`src/rtl/svc_axil_pkg.sv`:
```
// svc_axil_pkg
//   Shared AXI-Lite constants for the svc_axil_* fabric blocks.
//   Contents: the three BRESP/RRESP codes the routers generate or forward.
package svc_axil_pkg;

   localparam logic [1:0] RESP_OKAY   = 2'b00;
   localparam logic [1:0] RESP_SLVERR = 2'b10;
   localparam logic [1:0] RESP_DECERR = 2'b11;

endpackage

```
`src/rtl/svc_axil_router_wr_chk.sv`:
```
// svc_axil_router_wr_chk
//   Property checker for svc_axil_router_wr, instantiated inside the router.
// Ports
//   clk, rst             clock, synchronous active-high reset
//   in_issue             router FSM is in ISSUE
//   m_awvalid, m_wvalid  per-subordinate request valids
module svc_axil_router_wr_chk #(
   parameter int NUM_S = 2
) (
   input logic             clk,
   input logic             rst,
   input logic             in_issue,
   input logic [NUM_S-1:0] m_awvalid,
   input logic [NUM_S-1:0] m_wvalid
);

   // A subordinate is only ever driven while a write is being issued
   a_valid_in_issue : assert property (@(posedge clk) disable iff (rst)
      ((|m_awvalid) || (|m_wvalid)) |-> in_issue);

   // Never address two subordinates at once
   a_aw_onehot : assert property (@(posedge clk) disable iff (rst)
      $onehot0(m_awvalid));

endmodule

```
`src/rtl/svc_skidbuf.sv`:
```
// svc_skidbuf
//   Two-entry ready/valid skid buffer. in_ready is a pure register output,
//   which breaks the combinational ready path from the consumer.
//   OPT_OUTREG=0: an empty buffer passes in_* straight to out_*, with zero
//                 latency; the skid register only catches a beat that the
//                 consumer refused.
//   OPT_OUTREG=1: out_valid/out_data come from a register. Each beat appears
//                 on the output one cycle after it is accepted.
// Ports
//   clk, rst            clock, synchronous active-high reset
//   in_valid/in_ready   upstream handshake, in_data payload
//   out_valid/out_ready downstream handshake, out_data payload
module svc_skidbuf #(
   parameter int DW         = 8,
   parameter bit OPT_OUTREG = 1'b0
) (
   input  logic          clk,
   input  logic          rst,
   input  logic          in_valid,
   output logic          in_ready,
   input  logic [DW-1:0] in_data,
   output logic          out_valid,
   input  logic          out_ready,
   output logic [DW-1:0] out_data
);

   logic          skid_valid_r;
   logic [DW-1:0] skid_data_r;

   assign in_ready = ~skid_valid_r;

   generate
      if (OPT_OUTREG) begin : g_outreg
         logic          out_valid_r;
         logic [DW-1:0] out_data_r;

         // Output register refills whenever it is empty or being drained; otherwise park the new beat in the skid slot
         always_ff @(posedge clk) begin
            if (rst) begin
               out_valid_r  <= 1'b0;
               out_data_r   <= {DW{1'b0}};
               skid_valid_r <= 1'b0;
               skid_data_r  <= {DW{1'b0}};
            end else if (!out_valid_r || out_ready) begin
               out_valid_r  <= in_valid || skid_valid_r;
               out_data_r   <= skid_valid_r ? skid_data_r : in_data;
               skid_valid_r <= 1'b0;
            end else if (in_valid && !skid_valid_r) begin
               skid_valid_r <= 1'b1;
               skid_data_r  <= in_data;
            end
         end

         assign out_valid = out_valid_r;
         assign out_data  = out_data_r;
      end else begin : g_pass
         assign out_valid = in_valid || skid_valid_r;
         assign out_data  = skid_valid_r ? skid_data_r : in_data;

         // Catch a beat the consumer refused; release it once the consumer takes it
         always_ff @(posedge clk) begin
            if (rst) begin
               skid_valid_r <= 1'b0;
               skid_data_r  <= {DW{1'b0}};
            end else if (skid_valid_r) begin
               if (out_ready) begin
                  skid_valid_r <= 1'b0;
               end
            end else if (in_valid && !out_ready) begin
               skid_valid_r <= 1'b1;
               skid_data_r  <= in_data;
            end
         end
      end
   endgenerate

endmodule

```
`src/rtl/svc_axil_router_wr.sv`:
```
// svc_axil_router_wr
//   1:N AXI-Lite write router, one transaction in flight. The top
//   $clog2(NUM_S) address bits select the subordinate; they are zeroed in
//   the forwarded address. A select >= NUM_S is answered locally with DECERR.
// Ports
//   clk, rst                        clock, synchronous active-high reset
//   s_axil_aw*/w*/b*                manager-side AW, W and B channels
//   m_axil_aw*/w*/b* [NUM_S]        per-subordinate AW, W and B channels
module svc_axil_router_wr
   import svc_axil_pkg::*;
#(
   parameter int S_AXIL_ADDR_WIDTH = 32,
   parameter int S_AXIL_DATA_WIDTH = 16,
   parameter int M_AXIL_ADDR_WIDTH = 32,
   parameter int M_AXIL_DATA_WIDTH = 16,
   parameter int NUM_S             = 2
) (
   input  logic                                                 clk,
   input  logic                                                 rst,
   input  logic                                                 s_axil_awvalid,
   output logic                                                 s_axil_awready,
   input  logic [S_AXIL_ADDR_WIDTH-1:0]                         s_axil_awaddr,
   input  logic                                                 s_axil_wvalid,
   output logic                                                 s_axil_wready,
   input  logic [S_AXIL_DATA_WIDTH-1:0]                         s_axil_wdata,
   input  logic [S_AXIL_DATA_WIDTH/8-1:0]                       s_axil_wstrb,
   output logic                                                 s_axil_bvalid,
   input  logic                                                 s_axil_bready,
   output logic [1:0]                                           s_axil_bresp,
   output logic [NUM_S-1:0]                                     m_axil_awvalid,
   input  logic [NUM_S-1:0]                                     m_axil_awready,
   output logic [NUM_S-1:0][M_AXIL_ADDR_WIDTH-1:0]              m_axil_awaddr,
   output logic [NUM_S-1:0]                                     m_axil_wvalid,
   input  logic [NUM_S-1:0]                                     m_axil_wready,
   output logic [NUM_S-1:0][M_AXIL_DATA_WIDTH-1:0]              m_axil_wdata,
   output logic [NUM_S-1:0][M_AXIL_DATA_WIDTH/8-1:0]            m_axil_wstrb,
   input  logic [NUM_S-1:0]                                     m_axil_bvalid,
   output logic [NUM_S-1:0]                                     m_axil_bready,
   input  logic [NUM_S-1:0][1:0]                                m_axil_bresp
);

   localparam int S_AW  = S_AXIL_ADDR_WIDTH;
   localparam int S_DW  = S_AXIL_DATA_WIDTH;
   localparam int S_SW  = S_DW / 8;
   localparam int M_AW  = M_AXIL_ADDR_WIDTH;
   localparam int M_DW  = M_AXIL_DATA_WIDTH;
   localparam int M_SW  = M_DW / 8;
   localparam int SEL_W = $clog2(NUM_S);

   localparam logic [NUM_S-1:0] ONE_S = NUM_S'(1);

   localparam logic [1:0] ST_IDLE  = 2'd0;
   localparam logic [1:0] ST_ISSUE = 2'd1;
   localparam logic [1:0] ST_RESP  = 2'd2;
   localparam logic [1:0] ST_ERR   = 2'd3;

   // Buffered manager request channels
   logic                 aw_valid_s;
   logic                 aw_ready_s;
   logic [S_AW-1:0]      aw_addr_s;
   logic                 w_valid_s;
   logic                 w_ready_s;
   logic [S_DW+S_SW-1:0] w_bus_s;

   // Per-subordinate response buffers
   logic [NUM_S-1:0]      b_gate_s;
   logic [NUM_S-1:0]      sb_in_valid_s;
   logic [NUM_S-1:0]      sb_in_ready_s;
   logic [NUM_S-1:0]      sb_out_valid_s;
   logic [NUM_S-1:0]      sb_out_ready_s;
   logic [NUM_S-1:0][1:0] sb_out_data_s;

   // Manager response output stage
   logic       ob_in_valid_s;
   logic       ob_in_ready_s;
   logic [1:0] ob_in_data_s;

   // Control
   logic [1:0]       state_r;
   logic [SEL_W-1:0] sel_r;
   logic [NUM_S-1:0] m_awvalid_r;
   logic [NUM_S-1:0] m_wvalid_r;
   logic [M_AW-1:0]  m_awaddr_r;
   logic [M_DW-1:0]  m_wdata_r;
   logic [M_SW-1:0]  m_wstrb_r;

   logic [SEL_W-1:0] sel_in_s;
   logic             dec_err_s;
   logic [S_AW-1:0]  sub_addr_s;
   logic             b_free_s;
   logic             start_s;
   logic             sel_bvalid_s;
   logic [1:0]       sel_bresp_s;
   logic             resp_take_s;
   logic [NUM_S-1:0] aw_left_s;
   logic [NUM_S-1:0] w_left_s;

   svc_skidbuf #(.DW(S_AW), .OPT_OUTREG(1'b0)) u_aw_buf (
      .clk       (clk),
      .rst       (rst),
      .in_valid  (s_axil_awvalid),
      .in_ready  (s_axil_awready),
      .in_data   (s_axil_awaddr),
      .out_valid (aw_valid_s),
      .out_ready (aw_ready_s),
      .out_data  (aw_addr_s)
   );

   svc_skidbuf #(.DW(S_DW + S_SW), .OPT_OUTREG(1'b0)) u_w_buf (
      .clk       (clk),
      .rst       (rst),
      .in_valid  (s_axil_wvalid),
      .in_ready  (s_axil_wready),
      .in_data   ({s_axil_wdata, s_axil_wstrb}),
      .out_valid (w_valid_s),
      .out_ready (w_ready_s),
      .out_data  (w_bus_s)
   );

   // Decode the select field and form the subordinate-relative address
   always_comb begin
      sel_in_s   = aw_addr_s[S_AW-1 -: SEL_W];
      dec_err_s  = ({1'b0, sel_in_s} >= (SEL_W + 1)'(NUM_S));
      sub_addr_s = aw_addr_s;
      sub_addr_s[S_AW-1 -: SEL_W] = {SEL_W{1'b0}};
   end

   // A write may start only if its response cannot collide with an unconsumed B
   assign b_free_s   = !s_axil_bvalid || s_axil_bready;
   assign start_s    = (state_r == ST_IDLE) && aw_valid_s && w_valid_s && b_free_s;
   assign aw_ready_s = start_s;
   assign w_ready_s  = start_s;

   // Select the response of the active subordinate
   always_comb begin
      sel_bvalid_s = 1'b0;
      sel_bresp_s  = RESP_OKAY;
      for (int i = 0; i < NUM_S; i++) begin
         sel_bvalid_s = sel_bvalid_s | (sb_out_valid_s[i] & (sel_r == SEL_W'(i)));
         sel_bresp_s  = sel_bresp_s | (sb_out_data_s[i] & {2{sel_r == SEL_W'(i)}});
      end
   end

   assign resp_take_s   = (state_r == ST_RESP) && sel_bvalid_s && ob_in_ready_s;
   assign ob_in_valid_s = resp_take_s || (state_r == ST_ERR);
   assign ob_in_data_s  = (state_r == ST_ERR) ? RESP_DECERR : sel_bresp_s;
   assign aw_left_s     = m_awvalid_r & ~m_axil_awready;
   assign w_left_s      = m_wvalid_r & ~m_axil_wready;

   generate
      for (genvar gi = 0; gi < NUM_S; gi++) begin : g_sub
         // Only the selected subordinate in RESP can hand a response over
         assign b_gate_s[gi]       = (state_r == ST_RESP) && (sel_r == SEL_W'(gi));
         assign sb_in_valid_s[gi]  = m_axil_bvalid[gi] & b_gate_s[gi];
         assign m_axil_bready[gi]  = sb_in_ready_s[gi] & b_gate_s[gi];
         assign sb_out_ready_s[gi] = b_gate_s[gi] & ob_in_ready_s;

         svc_skidbuf #(.DW(2), .OPT_OUTREG(1'b0)) u_b_buf (
            .clk       (clk),
            .rst       (rst),
            .in_valid  (sb_in_valid_s[gi]),
            .in_ready  (sb_in_ready_s[gi]),
            .in_data   (m_axil_bresp[gi]),
            .out_valid (sb_out_valid_s[gi]),
            .out_ready (sb_out_ready_s[gi]),
            .out_data  (sb_out_data_s[gi])
         );

         // Request payload is broadcast; only the valid is per-subordinate
         assign m_axil_awaddr[gi] = m_awaddr_r;
         assign m_axil_wdata[gi]  = m_wdata_r;
         assign m_axil_wstrb[gi]  = m_wstrb_r;
      end
   endgenerate

   assign m_axil_awvalid = m_awvalid_r;
   assign m_axil_wvalid  = m_wvalid_r;

   svc_skidbuf #(.DW(2), .OPT_OUTREG(1'b1)) u_bout_buf (
      .clk       (clk),
      .rst       (rst),
      .in_valid  (ob_in_valid_s),
      .in_ready  (ob_in_ready_s),
      .in_data   (ob_in_data_s),
      .out_valid (s_axil_bvalid),
      .out_ready (s_axil_bready),
      .out_data  (s_axil_bresp)
   );

   // Transaction FSM: latch the request at start, issue, then collect one response
   always_ff @(posedge clk) begin
      if (rst) begin
         state_r     <= ST_IDLE;
         sel_r       <= {SEL_W{1'b0}};
         m_awvalid_r <= {NUM_S{1'b0}};
         m_wvalid_r  <= {NUM_S{1'b0}};
         m_awaddr_r  <= {M_AW{1'b0}};
         m_wdata_r   <= {M_DW{1'b0}};
         m_wstrb_r   <= {M_SW{1'b0}};
      end else begin
         case (state_r)
            ST_IDLE: begin
               if (start_s) begin
                  sel_r      <= sel_in_s;
                  m_awaddr_r <= M_AW'(sub_addr_s);
                  m_wdata_r  <= M_DW'(w_bus_s[S_DW+S_SW-1:S_SW]);
                  m_wstrb_r  <= M_SW'(w_bus_s[S_SW-1:0]);
                  if (dec_err_s) begin
                     state_r <= ST_ERR;
                  end else begin
                     state_r     <= ST_ISSUE;
                     m_awvalid_r <= ONE_S << sel_in_s;
                     m_wvalid_r  <= ONE_S << sel_in_s;
                  end
               end
            end
            ST_ISSUE: begin
               m_awvalid_r <= aw_left_s;
               m_wvalid_r  <= w_left_s;
               if ((aw_left_s == {NUM_S{1'b0}}) && (w_left_s == {NUM_S{1'b0}})) begin
                  state_r <= ST_RESP;
               end
            end
            ST_RESP: begin
               if (resp_take_s) begin
                  state_r <= ST_IDLE;
               end
            end
            ST_ERR: begin
               if (ob_in_ready_s) begin
                  state_r <= ST_IDLE;
               end
            end
            default: begin
               state_r     <= ST_IDLE;
               m_awvalid_r <= {NUM_S{1'b0}};
               m_wvalid_r  <= {NUM_S{1'b0}};
            end
         endcase
      end
   end

   svc_axil_router_wr_chk #(.NUM_S(NUM_S)) u_chk (
      .clk       (clk),
      .rst       (rst),
      .in_issue  (state_r == ST_ISSUE),
      .m_awvalid (m_awvalid_r),
      .m_wvalid  (m_wvalid_r)
   );

endmodule

```
`config.mk`:
```
export PLATFORM = sky130hd
export DESIGN_NAME = svc_axil_router_wr
export DESIGN_NICKNAME = d
export VERILOG_FILES = /design/src/rtl/svc_axil_pkg.sv /design/src/rtl/svc_axil_router_wr_chk.sv /design/src/rtl/svc_skidbuf.sv /design/src/rtl/svc_axil_router_wr.sv
export SDC_FILE = /design/constraint.sdc
export NUM_CORES = 1
export LEC_CHECK = 0
export ABC_CLOCK_PERIOD_IN_PS = 2590
export BUFFER_PORTS_ARGS = -buffer_cell sky130_fd_sc_hd__buf_2
export CAP_MARGIN = 0
export CORE_MARGIN = 5
export CORE_UTILIZATION = 43
export DETAILED_ROUTE_END_ITERATION = 10
export GPL_TIMING_DRIVEN = 0
export PLACE_DENSITY_LB_ADDON = 0.12
export SLEW_MARGIN = 5
export SYNTH_ARGS = -nofsm -noshare
export SYNTH_HDL_FRONTEND = slang
export SYNTH_SLANG_ARGS = --single-unit
```
`constraint.sdc`:
```
create_clock -name clk -period 2.59 [get_ports clk]
set_input_delay 0.1295 -clock clk [delete_from_list [all_inputs] [get_ports clk]]
set_output_delay 0.1295 -clock clk [all_outputs]
set_load 0.02 [all_outputs]
```
==> impl_metrics.ini, run 1 <==
[status]
status = finished clean

[place]
placed_cells = 903
pre_cts_slack_ns = 0.706
gp_congestion = 0.817
placed_area_um2 = 6670
port_buffers = 172
hpwl_um = 10500

[finish]
final_common_cell = buf_2
mostFrequentLayoutCells = 187 x buf_2, 120 x dfxtp_1, 110 x mux2i_1
nets = 868
n_antenna_cell = 0
final_util_pct = 60.8
area_growth_pct = 37.9
fillers = 1098
drive_above_1_share_pct = 38.7
layout.cells.non_filler = 986
fin_area_um2 = 7710

[timing]
setup_slack_ns = 0.697
period_minus_slack_ns = 1.89
relSlewSlack_pct = 47.6
post-route-period-util_pct = 73.1
setup_viol = 0
fmax_ghz = 0.528
skew_ns = 0.00541
slew_viol_final = 0
rsz0062_at_grt = false
worst_slew_pin_slew_ns = 0.786
tns_ns = 0
finalHoldViolCount = 0

[hold_path]
min_path_cells = 4
hold_class = primary input to flop

[logic_synthesis]
synth-async-reset-ratio_pct = 0
synth_edf_count = 0
ys_seq_area_share_pct = 43.0
synth_area_leader_cell = dfxtp_1
ys.flop_type = dfxtp_1
synth_area_leaders = dfxtp_1 43%, mux2i_1 20%, a211oi_2 8.7%, nor2_1 7.1%, buf_4 7.0%
post-synth-top-area-fraction_pct = 43.0
synth_seq_cells = 120
syn_area_um2 = 5590
synth_area_per_cell_um2 = 10.0
post_synth_inst_count = 558
yosys_warnings = 0
synth.distinct_cells = 39

[floorplanning]
ios = 176
die_y_um = 124
row_count = 41
dieArea_um2 = 15400
start_util_pct = 44.1
die_x_um = 124
coreArea_um2 = 12700

[critical_path]
cp_data_arrival_time_ns = 2.15
reg2reg_slack_ns = 0.70
worstPathMaxFanout = 10
worst_ep_required_time_ns = 2.85
worstSetupStartpointType = flop
crit_path_end_kind = flop
path_buf_inv = 3
path_cells = clkbuf_1, nor2_2, nor4_2, buf_4, buf_2, a211oi_2
worstSetupPathType = flop to flop
cpPeakStageDelay_ns = 0.35
path_depth = 6
crit_slowest_cell = clkbuf_1
crit_family = buffers and inverters
rr_worst_depth = 6

[route]
ant_nets = 0
routed_wl_um = 14700
wl_per_cell_um = 14.9
vias_per_cell = 4.88
drc_errors = 0
first_iter_violations = 226
dr.pass1.iters = 4
num_vias = 4816

[clock_tree]
clk_pin_slew_ns = 0.05
cts-root-buf = clkbuf_16
clk_latency_ns = 0.41
cts_resized = 0
cts.path.max_buffers = 2
post_cts_buffers = 0
cts_buffers = 17
htreeDepth = 4
cts_sinks = 120
cts_tree = yes

[power]
p_leak_nw = 3.43
powerDensity_nw_per_um2 = 770
vdd_drop_max_v = 0.000459

[global_routing]
grt_util_all_layers_pct = 19.7
use_met2_pct = 33.0
grt_max_degree = 17
first_global_vias = 4835
antenna_found_initial = 0
grt_pass1_wl_um = 23700
grt_overflow = 0
met3_usage_pct = 4.18
use_met1_pct = 24.9
grt-busiest-layer = met2

[run]
maxCapViolations = 0
synthesized netlist by cell type (2+ instances only):
cell type / count
a31oi_1: 3
inv_1: 6
buf_2: 15
nand3_1: 5
nand2b_1: 4
dfxtp_1: 120
buf_6: 8
buf_4: 52
o32ai_1: 2
mux2i_1: 110
nor3_1: 7
a211oi_1: 15
nor2_1: 106
a21oi_1: 8
nor2b_1: 5
or4_1: 2
o221ai_1: 2
and3b_1: 2
a211oi_2: 39
nand2_1: 12
clkbuf_1: 16
o311a_1: 2
state kept, by name, indices dropped and copies added (netlist names), 4 cells and up:
register / count
m_awaddr_r: 31
u_w_buf.skid_data_r: 18
g_sub.u_b_buf.skid_data_r: 4
u_aw_buf.skid_data_r: 32
m_wdata_r: 16
layer usage:
layer  routed length [um]  up-vias
met3                  873       23
met1                 6530     2269
li1                     -     2386
met4                  267        0
met5                    0        -
met2                 7000      138
kinds of logic (layout without fill, tap and decap cells):
kind of cell	Yosys count	after routing	share of synthesized area [%]
other cells	1	2	0.0671
mux	110	110	19.7
compound gates	76	76	13.6
simple gates	152	152	11.9
flops	120	120	43.0
buf+inv	99	354	11.8
worst min-delay path, cell delays in order:
cell,delay [ns]
buf_2,0.07
nor2b_1,0.04
nand2_1,0.07
a31oi_1,0.07
worst paths after layout:
| kind | start | end |
|---|---|---|
| worst max-delay path | u_aw_buf.skid_valid_r | m_wdata_r[6] |
| worst min-delay path | m_axil_awready[0] | m_axil_awvalid[0] |
| worst max register to register | u_aw_buf.skid_valid_r | m_wdata_r[6] |
| worst min register to register | u_bout_buf.out_data[1] | u_bout_buf.out_data[1] |
through the flow:
stage	power [mW]	hold WS, ns
after floorplan	3.38	0.277
after global placement	3.83	0.379
after detailed placement	3.86	0.389
after CTS	5.98	0.000221
after global routing	6.20	0.0408
final	5.93	0.0258
power by group:
group | total (mW) | switching, mW | internal, mW
Sequential | 2.19 | 0.136 | 2.05
Clock | 2.05 | 0.775 | 1.28
Combinational | 1.69 | 0.949 | 0.743
Total | 5.93 | 1.86 | 4.07
final cells by class:
| type | instances | area, um2 | area share [%] |
|---|---|---|---|
| plain buffers | 93 | 634 | 8.23 |
| clock buffers | 26 | 489 | 6.35 |
| clock inverters | 4 | 20.0 | 0.260 |
| inverters | 6 | 22.5 | 0.292 |
| multi-input cells | 340 | 2530 | 32.8 |
| flip-flops and latches | 120 | 2400 | 31.2 |
| well taps | 172 | 215 | 2.79 |
| repair buffers | 225 | 1390 | 18.1 |
what timing repair did:
item,in CTS,in global routing
hold buffers,53,0
hold endpoints to repair,53,0
setup endpoints to repair,0,0
Note: power is estimated with default switching activity, not from simulation.
==> run 2: changes to the inputs <==
--- a/config.mk
+++ b/config.mk
@@ -5,7 +5,7 @@
 export SDC_FILE = /design/constraint.sdc
 export NUM_CORES = 1
 export LEC_CHECK = 0
-export ABC_CLOCK_PERIOD_IN_PS = 2590
+export ABC_CLOCK_PERIOD_IN_PS = 2000
 export BUFFER_PORTS_ARGS = -buffer_cell sky130_fd_sc_hd__buf_2
 export CAP_MARGIN = 0
 export CORE_MARGIN = 5
==> constraint.sdc (replaced) <==
create_clock -name clk -period 2 [get_ports clk]
set_input_delay 0.1 -clock clk [delete_from_list [all_inputs] [get_ports clk]]
set_output_delay 0.1 -clock clk [all_outputs]
set_load 0.02 [all_outputs]
==> impl_metrics.ini, run 2 (synthesis gave the netlist of run 1 again) <==
[floorplanning]
die_y_um = 124
coreArea_um2 = 12700
dieArea_um2 = 15400
die_x_um = 124
ios = 176
row_count = 41
start_util_pct = 44.1

[clock_tree]
cts_sinks = 120
clk_latency_ns = 0.41
cts.path.max_buffers = 2
cts-root-buf = clkbuf_16
cts_buffers = 17
clk_pin_slew_ns = 0.05
htreeDepth = 4
cts_resized = 0
cts_tree = yes

[critical_path]
worstSetupPathType = flop to flop
worstSetupStartpointType = flop
cpPeakStageDelay_ns = 0.34
crit_slowest_cell = dfxtp_1
worst_ep_required_time_ns = 2.26
path_cells = or2_4, nor4_2, buf_4, buf_2, a211oi_2
crit_path_end_kind = flop
cp_data_arrival_time_ns = 2.06
worstPathMaxFanout = 10
reg2reg_slack_ns = 0.20

[route]
routed_wl_um = 14700
drc_errors = 0
dr.pass1.iters = 4
wl_per_cell_um = 14.9
num_vias = 4816
vias_per_cell = 4.87
first_iter_violations = 273
ant_nets = 0

[finish]
nets = 871
n_antenna_cell = 0
layout.cells.non_filler = 989
largest_reg_flops = 32
largest_register = u_aw_buf.skid_data_r
area_growth_pct = 38.6
final_common_cell = buf_2
fin_area_um2 = 7740
mostFrequentLayoutCells = 187 x buf_2, 120 x dfxtp_1, 110 x mux2i_1
reg.largest.list = u_aw_buf.skid_data_r: 32 flops, m_awaddr_r: 31 flops, u_w_buf.skid_data_r: 18 flops
final_util_pct = 61.1
drive_above_1_share_pct = 38.6

[status]
status = finished clean

[global_routing]
grt_overflow = 0
grt_pass1_wl_um = 23700
use_met2_pct = 33.2
met3_usage_pct = 4.13
antenna_found_initial = 0
grt_util_all_layers_pct = 19.8
grt_max_degree = 17
use_met1_pct = 24.8
first_global_vias = 4851
grt-busiest-layer = met2

[place]
hpwl_um = 10500
pre_cts_slack_ns = 0.116
gp_congestion = 0.817
port_buffers = 172
placed_area_um2 = 6670
placed_cells = 903

[timing]
setup_viol = 0
fmax_ghz = 0.556
slew_viol_final = 0
relSlewSlack_pct = 46.8
finalHoldViolCount = 0
worst_slew_pin_slew_ns = 0.798
tns_ns = 0
skew_ns = 0.00433
rsz0062_at_grt = false
period_minus_slack_ns = 1.80
post-route-period-util_pct = 89.9
setup_slack_ns = 0.202
hold_slack_ns = 0.0266

[power]
vdd_drop_max_v = 0.000595
powerDensity_nw_per_um2 = 992
p_leak_nw = 3.45
power_mw = 7.68

[hold_path]
hold_class = primary input to flop

[run]
maxCapViolations = 0
-- run 2: cell count changes in the layout (fill, tap and decap cells not counted), sizes merged --
cell,change
clkbuf,-1
dlygate4sd3,+4
-- run 2: routing by layer --
metal	routed length (um)	vias to the layer above
li1	-	2391
met1	6600	2270
met2	7040	133
met3	815	22
met4	258	0
met5	0	-
-- run 2: power by group --
group	switching [mW]	internal [mW]	total, mW	leakage (nW)
registers	0.182	2.65	2.84	0.985
logic	1.22	0.966	2.19	2.21
clock network	1.00	1.66	2.66	0.254
total	2.41	5.28	7.68	3.45
-- run 2: repair_timing --
item                       CTS  global route
setup endpoints to repair    0             2
hold buffers                57             0
hold endpoints to repair    57             0
buffers inserted             0             0
-- run 2: area by class of cell --
cell class	instances	area (um2)
tap	172	215
sequential	120	2400
multi-input combinational	340	2530
timing repair buffer	229	1430
inverter	6	22.5
clock inverter	4	20.0
buffer	92	631
fill	1090	4930
clock buffer	26	489
-- run 2: worst max-delay path: cells and delay by family, from the launching register on --
family | cells | cell delay [ns]
flops | 1 | 0.34
buf+inv | 2 | 0.60
compound gates | 1 | 0.12
simple gates | 2 | 0.58
-- run 2: path summary, 6_finish.rpt --
kind | cells past startpoint | endpoint | startpoint
setup / recovery | 5 | m_wdata_r[6] | state_r[1]
hold reg to reg | 2 | u_bout_buf.out_data[1] | u_bout_buf.out_data[1]
setup reg to reg | 5 | m_wdata_r[6] | state_r[1]
hold / removal | 4 | m_axil_wvalid[1] | m_axil_wready[1]
==> run 3: changes to the inputs <==
--- a/config.mk
+++ b/config.mk
@@ -9,7 +9,7 @@
 export BUFFER_PORTS_ARGS = -buffer_cell sky130_fd_sc_hd__buf_2
 export CAP_MARGIN = 0
 export CORE_MARGIN = 5
-export CORE_UTILIZATION = 43
+export CORE_UTILIZATION = 51
 export DETAILED_ROUTE_END_ITERATION = 10
 export GPL_TIMING_DRIVEN = 0
 export PLACE_DENSITY_LB_ADDON = 0.12
==> impl_metrics.ini, run 3 (synthesis gave the netlist of run 1 again) <==
[status]
status = finished clean

[clock_tree]
cts_sinks = 120
post_cts_buffers = 0
cts_tree = yes
clk_pin_slew_ns = 0.06
clk_latency_ns = 0.52
cts_buffers = 17
cts-root-buf = clkbuf_8
htreeDepth = 4
cts.path.max_buffers = 2

[global_routing]
grt_util_all_layers_pct = 22.3
antenna_found_initial = 0
grt_pass1_wl_um = 23400
first_global_vias = 4957
grt_overflow = 0
grt_max_degree = 17

[route]
dr.pass1.iters = 4
routed_wl_um = 14500
wl_per_cell_um = 15.1
drc_errors = 0
first_iter_violations = 181
ant_nets = 0
num_vias = 4841
vias_per_cell = 5.02

[run]
maxCapViolations = 0

[critical_path]
reg2reg_from = u_aw_buf.skid_valid_r
r2r_end = m_awaddr_r[14]
worstPathMaxFanout = 10
worst_ep_required_time_ns = 2.37
crit_path_end_kind = flop
reg2reg_slack_ns = 0.20
worstSetupStartpointType = flop
rr_worst_depth = 6
cp_data_arrival_time_ns = 2.17
worstSetupPathType = flop to flop

[finish]
fin_area_um2 = 7910
largest_reg_flops = 32
mostFrequentLayoutCells = 187 x buf_2, 120 x dfxtp_1, 110 x mux2i_1
n_antenna_cell = 0
nets = 877
final_util_pct = 73.3
final_common_cell = buf_2
largest_register = u_aw_buf.skid_data_r
reg.largest.list = u_aw_buf.skid_data_r: 32 flops, m_awaddr_r: 31 flops, u_w_buf.skid_data_r: 18 flops
drive_above_1_share_pct = 39.2
area_growth_pct = 41.6

[timing]
setup_viol = 0
rsz0062_at_grt = false
fmax_ghz = 0.557
tns_ns = 0
hold_slack_ns = 0.00939
worst_slew_pin_slew_ns = 0.762
skew_ns = 0.00591
relSlewSlack_pct = 49.2
setup_slack_ns = 0.204
period_minus_slack_ns = 1.80
post-route-period-util_pct = 89.8
finalHoldViolCount = 0
slew_viol_final = 0

[power]
p_int_mw = 5.90
power_switching_mw = 2.50
powerDensity_nw_per_um2 = 1060
seqPwrFrac_pct = 33.6
power_frac_comb_pct = 26.3
p_leak_nw = 3.52
power_frac_clock_pct = 40.1
vdd_drop_max_v = 0.000647
sw_frac_of_total_pct = 29.7

[floorplanning]
die_x_um = 115
start_util_pct = 51.8
coreArea_um2 = 10800
row_count = 38
die_y_um = 115
ios = 176
dieArea_um2 = 13100

[hold_path]
min_from = s_axil_wvalid
min_path_cells = 3
hold_class = primary input to flop
holdPathEnd = u_w_buf.skid_valid_r

[place]
gp_congestion = 0.781
hpwl_um = 10000
port_buffers = 172
pre_cts_slack_ns = 0.200
placed_area_um2 = 6630
## run 3: cell count changes in the layout (fill, tap and decap cells not counted)
cell,previous run,this run
clkbuf_1,21,16
clkbuf_16,17,16
dlygate4sd3_1,57,62
clkinv_2,4,1
clkinvlp_4,0,5
clkbuf_8,3,5
bufinv_16,0,5
## run 3: cell type report
type / count / area, um2
Fill cell: 833 / 2880
Clock inverter: 11 / 193
Inverter: 6 / 22.5
Multi-Input combinational cell: 340 / 2530
Buffer: 93 / 634
Tap cell: 140 / 175
Timing Repair Buffer: 234 / 1480
Clock buffer: 21 / 469
Sequential cell: 120 / 2400
## run 3: timing repair
| item | CTS | global route |
|---|---|---|
| gates resized for setup | 0 | 0 |
| hold buffers | 62 | 0 |
| endpoints found under the hold margin | 109 | 0 |
## run 3: worst max-delay path by stage
| stage | startpoint | end | slack, ns | depth (start not counted) |
|---|---|---|---|---|
| 3_3_place_gp | u_aw_buf.skid_valid_r | m_awaddr_r[14] | 0.21 | 6 |
| 6_report | u_aw_buf.skid_valid_r | m_awaddr_r[14] | 0.20 | 6 |
| 4_1_cts | u_aw_buf.skid_valid_r | m_awaddr_r[14] | 0.17 | 6 |
| 3_5_place_dp | u_aw_buf.skid_valid_r | m_awaddr_r[11] | 0.20 | 6 |
| 5_1_grt | u_aw_buf.skid_valid_r | m_awaddr_r[12] | 0.04 | 6 |
| 2_1_floorplan | sel_r | g_sub[0].u_b_buf.skid_data_r[0] | 0.05 | 5 |
## run 3: worst max-delay path, stage by stage, from the launching register on
cell and delay [ns]:
dfxtp_1 0.30, clkbuf_1 0.33, nor2_2 0.12, nor4_2 0.19, buf_4 0.24, buf_2 0.34
a211oi_2 0.12
## run 3: stage by stage
step,instances,total power [mW]
after global routing,965,8.76
after CTS,965,8.44
after detailed placement,871,4.99
after global placement,871,4.93
after floorplan,559,4.38
final,965,8.40
## run 3: power by group through the flow
stage	Clock, mW	Combinational [mW]	Sequential [mW]
floorplan	0	1.34	3.03
global placement	0	2.08	2.86
detailed placement	0	2.11	2.87
CTS	3.39	2.22	2.83
global route	3.52	2.38	2.86
finish	3.37	2.21	2.83
## run 3: per-layer routing
layer / track usage [%] / routed length (um) / share of wire (%) / vias up
li1: - / - / - / 2405
met1: 26.0 / 6190 / 43 / 2297
met2: 40.5 / 7340 / 50 / 121
met3: 4.97 / 821 / 5.6 / 18
met4: 6.65 / 190 / 1.3 / 0
met5: 0 / 0 / 0 / -
